===== src/rtl/gbt_tx_frame_gen.sv =====
// rtl/gbt_tx_frame_gen.sv - GBT e-link transmit frame generator with sync preamble and test patterns
module gbt_tx_frame_gen #(
  parameter int unsigned SYNC_FRAMES = 16,
  parameter logic [7:0]  IDLE_BYTE   = 8'h00,
  parameter logic [7:0]  SYNC_BYTE   = 8'hA5
) (
  input  logic         clock,
  input  logic         reset,
  input  logic         gbt_txrdy,
  input  logic [1:0]   mode,
  input  logic [111:0] user_data,
  input  logic         user_valid,
  input  logic         inject_err,
  output logic [111:0] data_o,
  output logic [1:0]   state_o,
  output logic [15:0]  frame_cnt,
  output logic [7:0]   underflow_cnt,
  output logic [7:0]   err_inj_cnt
);

  localparam int LANES = 14;

  typedef enum logic [1:0] {
    ST_IDLE = 2'd0,
    ST_SYNC = 2'd1,
    ST_RUN  = 2'd2
  } state_t;

  typedef logic [LANES-1:0][6:0] prbs_vec_t;

  // Lane k starts its PRBS7 sequence from k+1 so no lane is ever seeded to zero.
  function automatic prbs_vec_t prbs_seeds();
    prbs_vec_t v;
    v = '0;
    for (int k = 0; k < LANES; k++) begin
      v[k] = 7'(k + 1);
    end
    return v;
  endfunction

  localparam prbs_vec_t PRBS_SEEDS = prbs_seeds();

  // Advance x^7+x^6+1 by eight steps; returns {byte, next_state}, first generated bit in byte[7].
  function automatic logic [14:0] prbs7_step8(input logic [6:0] seed);
    logic [6:0] s;
    logic [7:0] b;
    logic       nb;
    s  = seed;
    b  = '0;
    nb = 1'b0;
    for (int i = 0; i < 8; i++) begin
      nb = s[6] ^ s[5];
      s  = {s[5:0], nb};
      b  = {b[6:0], nb};
    end
    return {b, s};
  endfunction

  state_t                 state_q;
  logic [7:0]             sync_cnt_q;
  logic [1:0]             mode_q;
  logic [7:0]             cnt8_q;
  prbs_vec_t              prbs_q;
  logic                   pend_q;

  logic [111:0]           run_frame_d;
  prbs_vec_t              prbs_d;
  logic [LANES-1:0][14:0] prbs_st;
  logic                   sync_done;
  logic                   run_emit;

  assign state_o   = state_q;
  assign sync_done = (sync_cnt_q == 8'(SYNC_FRAMES));

  // A RUN frame goes out when sync completes or RUN continues with an unchanged mode.
  assign run_emit = gbt_txrdy &&
                    (((state_q == ST_SYNC) && sync_done) ||
                     ((state_q == ST_RUN) && (mode == mode_q)));

  // Payload for the next RUN frame from the current generator state, plus advanced PRBS state.
  always_comb begin
    run_frame_d = '0;
    prbs_d      = prbs_q;
    prbs_st     = '0;
    for (int k = 0; k < LANES; k++) begin
      prbs_st[k] = prbs7_step8(prbs_q[k]);
      prbs_d[k]  = prbs_st[k][6:0];
      case (mode_q)
        2'd0:    run_frame_d[8*k +: 8] = user_valid ? user_data[8*k +: 8] : IDLE_BYTE;
        2'd1:    run_frame_d[8*k +: 8] = cnt8_q + 8'(k);
        2'd2:    run_frame_d[8*k +: 8] = prbs_st[k][14:7];
        default: run_frame_d[8*k +: 8] = 8'h01 << (cnt8_q[2:0] + 3'(k));
      endcase
    end
  end

  // Frame FSM with registered frame, state, counters and error-injection flag.
  always_ff @(posedge clock) begin
    if (reset) begin
      state_q       <= ST_IDLE;
      data_o        <= {LANES{IDLE_BYTE}};
      sync_cnt_q    <= '0;
      mode_q        <= '0;
      cnt8_q        <= '0;
      prbs_q        <= PRBS_SEEDS;
      pend_q        <= 1'b0;
      frame_cnt     <= '0;
      underflow_cnt <= '0;
      err_inj_cnt   <= '0;
    end else begin
      pend_q <= pend_q | inject_err;
      if (run_emit) begin
        state_q   <= ST_RUN;
        data_o    <= run_frame_d ^ {111'd0, pend_q};
        cnt8_q    <= cnt8_q + 8'd1;
        prbs_q    <= prbs_d;
        frame_cnt <= frame_cnt + 16'd1;
        if ((mode_q == 2'd0) && !user_valid && (underflow_cnt != 8'hFF)) begin
          underflow_cnt <= underflow_cnt + 8'd1;
        end
        if (pend_q) begin
          // A request arriving on the consuming edge survives for the next frame.
          pend_q <= inject_err;
          if (err_inj_cnt != 8'hFF) begin
            err_inj_cnt <= err_inj_cnt + 8'd1;
          end
        end
      end else begin
        // Outside RUN the generators sit at their seeds so RUN always starts fresh.
        cnt8_q <= '0;
        prbs_q <= PRBS_SEEDS;
        if (!gbt_txrdy) begin
          state_q <= ST_IDLE;
          data_o  <= {LANES{IDLE_BYTE}};
        end else if (state_q == ST_SYNC) begin
          sync_cnt_q <= sync_cnt_q + 8'd1;
          data_o     <= {LANES{SYNC_BYTE}};
        end else begin
          // IDLE with transmitter ready, or RUN with a mode change: (re)start the preamble.
          state_q    <= ST_SYNC;
          sync_cnt_q <= 8'd1;
          mode_q     <= mode;
          data_o     <= {LANES{SYNC_BYTE}};
        end
      end
    end
  end

endmodule


===== config.mk =====
export PLATFORM = sky130hd
export DESIGN_NAME = gbt_tx_frame_gen
export DESIGN_NICKNAME = d
export VERILOG_FILES = /design/src/rtl/gbt_tx_frame_gen.sv
export SDC_FILE = /design/constraint.sdc
export NUM_CORES = 1
export LEC_CHECK = 0
export ABC_AREA = 1
export CAP_MARGIN = 10
export CELL_PAD_IN_SITES_DETAIL_PLACEMENT = 2
export CELL_PAD_IN_SITES_GLOBAL_PLACEMENT = 2
export CORE_ASPECT_RATIO = 1.4
export CORE_UTILIZATION = 29
export CTS_BUF_LIST = sky130_fd_sc_hd__clkbuf_8
export CTS_CLUSTER_SIZE = 30
export DETAILED_ROUTE_END_ITERATION = 16
export PLACE_DENSITY_LB_ADDON = 0.1
export SLEW_MARGIN = 10
export SYNTH_ARGS = -nofsm -noshare
export SYNTH_HDL_FRONTEND = slang
export SYNTH_SLANG_ARGS = --single-unit

===== constraint.sdc =====
create_clock -name clock -period 2.44 [get_ports clock]
set_input_delay 0.488 -clock clock [delete_from_list [all_inputs] [get_ports clock]]
set_output_delay 0.488 -clock clock [all_outputs]
set_load 0.005 [all_outputs]

==> summary.txt <==
Status
  • Status: complete, no violations

Timing
  • Maximum clock frequency: 437 MHz
  • Setup WS post-layout: 149 ps
  • Worst slew margin relative to its limit: 47.8%
  • Accumulated negative setup slack: 0 ps
  • RSZ-0062 raised after global routing: no
  • Skew final: 32.9 ps
  • Slew of the pin with the lowest slew margin: 783 ps
  • Max Transition Viols Final: 0
  • Final critical delay including setup and external delays: 2290 ps
  • Final Cycle Share: 93.9%
  • Final setup violating endpoints: 0
  • Smallest hold slack: 489 ps
  • Final number of hold-violating endpoints: 0

GRT
  • GRT Overall Usage: 27.0%
  • Via count of the first global-routing pass: 15.3k
  • Global-route wire length before repair: 92.5 mm
  • Overflow left after global routing: 0
  • Pin count of the biggest net entering global routing: 42
  • Initial antenna violation count: 1

Worst setup path
  • Peak fanout along the critical path: 14
  • Cell breakdown of the critical path: clkinvlp_4 -> ha_1 -> nor3_2 -> nor2_1 -> buf_4 -> a21oi_1
  • Critical Path AT: 2820 ps
  • Cell with the biggest individual delay on the critical path: sky130_fd_sc_hd__ha_1
  • Worst path required time: 2970 ps
  • Endpoint class of the critical path: register
  • Bufs and invs on worst path: 2
  • Critical Path Source Type: register
  • R2R Setup Slk: 150 ps
  • CP Class: reg -> reg
  • Largest stage delay on the critical path: 510 ps
  • Gate family responsible for the most delay along the worst path: simple AND/OR/NAND/NOR gates

Cells and area
  • P&R area growth vs syn: 38.5%
  • Final #Nets: 2315
  • Layout cells sized above 1: 10.1%
  • Filler cell count: 5149

Routing
  • DR vias/cell: 5.01
  • Average wire per cell in the routed design: 22.3 um
  • Via total after detailed routing: 13.8k
  • 1st-iter DRT viols: 569
  • Drt pass-1 iters: 5
  • DRC violation count after routing: 0
  • Number of nets with antenna violations after detailed routing: 0
  • Routed wire length: 61.6 mm

Yosys
  • Mean instance size in the synthesized netlist: 7.15 um2
  • Flop and latch count out of synthesis: 263
  • Post-Synthesis Cell Area: 0.0129 mm2
  • YS warnings: 0
  • Biggest area contributors in the synthesized netlist: sky130_fd_sc_hd__dfxtp_1 (41%), sky130_fd_sc_hd__nand2_1 (13%), sky130_fd_sc_hd__nor2_1 (7.6%), sky130_fd_sc_hd__xnor2_1 (5.3%), sky130_fd_sc_hd__inv_1 (4.9%)
  • Syn_nets: 1953
  • Largest area contributor in the synthesized netlist: sky130_fd_sc_hd__dfxtp_1
  • Most common library cells after synthesis: sky130_fd_sc_hd__nand2_1 (463), sky130_fd_sc_hd__dfxtp_1 (263), sky130_fd_sc_hd__nor2_1 (261), sky130_fd_sc_hd__inv_1 (168), sky130_fd_sc_hd__nand3_1 (100)
  • Number of enable flip-flop cells after synthesis: 0
  • Prevailing post-synth register cell: sky130_fd_sc_hd__dfxtp_1
  • Proportion of synthesized chip area in sequential cells: 40.8%
  • Post-synthesis cell count: 1804
  • Number of distinct library cell variants in the gate-level netlist after synthesis: 40
  • Proportion of register bits with asynchronous set or reset after synthesis: 0%
  • Count leader, synth: sky130_fd_sc_hd__nand2_1
  • Portion of synthesized cell area occupied by the leading cell type: 40.8%

Clocking
  • Level count of the clock H-tree: 2
  • Max Buffers Root-to-Sink: 3
  • Clock tree root buffer cell: sky130_fd_sc_hd__clkbuf_8
  • Clock insertion delay at the later pin of the skew report: 610 ps
  • Total clock buffers created by CTS: 47
  • Clock-pin slew on the worst setup and hold paths: 70 ps
  • Post-CTS repair timing setup buffer count: 0
  • Clock sink total: 263
  • TritonCTS clock tree: done

Power and ir drop
  • Pwr per Cell Area: 535 mW/mm2
  • Static leakage power: 0.00746 uW
  • Worst supply voltage drop on vdd: 0.382 mV

Die
  • Row Count: 91
  • DIE HEIGHT: 252 um
  • Initial cell density of the core: 29.4%
  • Die Footprint: 0.0454 mm2
  • Num ports: 265
  • Floorplan Core Area: 0.0439 mm2
  • Die width: 180 um

Placed design
  • Post-Place Worst Slack: -138 ps
  • GPL Wtd Cong: 0.916
  • HPWL after detailed placement: 47.9 mm
  • I/O Buffers: 264

Job
  • Total of max-cap violations: 0

Worst hold path
  • Classification of the worst-slack hold path: in -> reg
==> metrics by stage <==
| step | power [uW] | cell area (um2) | std cells | utilization (%) |
|---|---|---|---|---|
| after floorplan | 4790 | 12900 | 1804 | - |
| after global placement | 5320 | 16900 | 2675 | 38.4 |
| after detailed placement | 5340 | 16900 | 2675 | 38.4 |
| after CTS | 9710 | 17900 | 2760 | 40.7 |
| after global routing | 9930 | 17900 | 2761 | 40.7 |
| final | 9570 | 17900 | 2761 | 40.7 |
==> where the power goes <==
group	switching [uW]	leakage (uW)	internal, uW
Clock	2020	0.000559	2310
Combinational	435	0.00477	421
Sequential	30.7	0.00214	4350
==> cell type report <==
cell class | instances | area [um2] | share of cell area [%]
multi-input combinational | 1290 | 6530 | 36.6
sequential | 263 | 5270 | 29.5
timing repair buffer | 387 | 3740 | 20.9
clock buffer | 60 | 826 | 4.62
tap | 558 | 698 | 3.91
inverter | 177 | 669 | 3.75
clock inverter | 25 | 136 | 0.763
antenna | 1 | 2.50 | 0.0140
==> repair_timing <==
item / 4_1_cts / 5_1_grt
gates resized for setup: 3 / 1
hold buffers: 0 / 0
endpoints found under the setup margin: 2 / 1
==> registers in the layout (all words and copies together), names as in the netlist <==
register,flops
data_o,112
mode_q,2
underflow_cnt,8
cnt8_q,8
frame_cnt,16
prbs_q,98
pend_q,1
state_o,2
sync_cnt_q,8
err_inj_cnt,8
==> path summary, 6_finish.rpt <==
path	from	cells after the start	end
setup reg to reg	cnt8_q[2]$_SDFF_PP0_	6	data_o[24]$_SDFF_PP0_
hold reg to reg	frame_cnt[15]$_SDFFE_PP0N_	2	frame_cnt[15]$_SDFFE_PP0N_
hold / removal	inject_err	3	pend_q$_SDFF_PP0_
setup / recovery	cnt8_q[2]$_SDFF_PP0_	6	data_o[24]$_SDFF_PP0_
==> cell families (layout without fill, tap and decap cells) <==
group,Yosys count,after routing,share of synthesized area [%]
simple gates,893,893,28.2
flops,263,263,40.8
buf+inv,251,649,8.73
compound gates,247,247,11.2
xor+xnor,120,120,8.14
fa+ha+maj,30,30,2.91
other cells,0,1,0
==> worst register-to-register path, stage by stage (launching register included) <==
cell	delay, ps
sky130_fd_sc_hd__dfxtp_1	370
sky130_fd_sc_hd__clkinvlp_4	360
sky130_fd_sc_hd__ha_1	510
sky130_fd_sc_hd__nor3_2	390
sky130_fd_sc_hd__nor2_1	230
sky130_fd_sc_hd__buf_4	200
sky130_fd_sc_hd__a21oi_1	150
==> cells in the final DEF, fill, tap and decap left out, drive strengths merged, types with 42 or more instances in the layout <==
| cell | n |
|---|---|
| dfxtp | 263 |
| xnor2 | 78 |
| clkbuf | 60 |
| a21oi | 87 |
| nor2 | 264 |
| o21ai | 81 |
| nand2 | 466 |
| inv | 189 |
| nand3 | 101 |
| buf | 123 |
| clkdlybuf4s50 | 264 |
| xor2 | 42 |
==> metal layers <==
| metal | global-route usage (%) | share of wire [%] |
|---|---|---|
| met5 | 0 | 0 |
| met4 | 12.5 | 4.6 |
| met3 | 3.13 | 3.6 |
| met2 | 50.9 | 52 |
| met1 | 30.0 | 39 |
No activity file was read; power rests on OpenSTA's default activity.
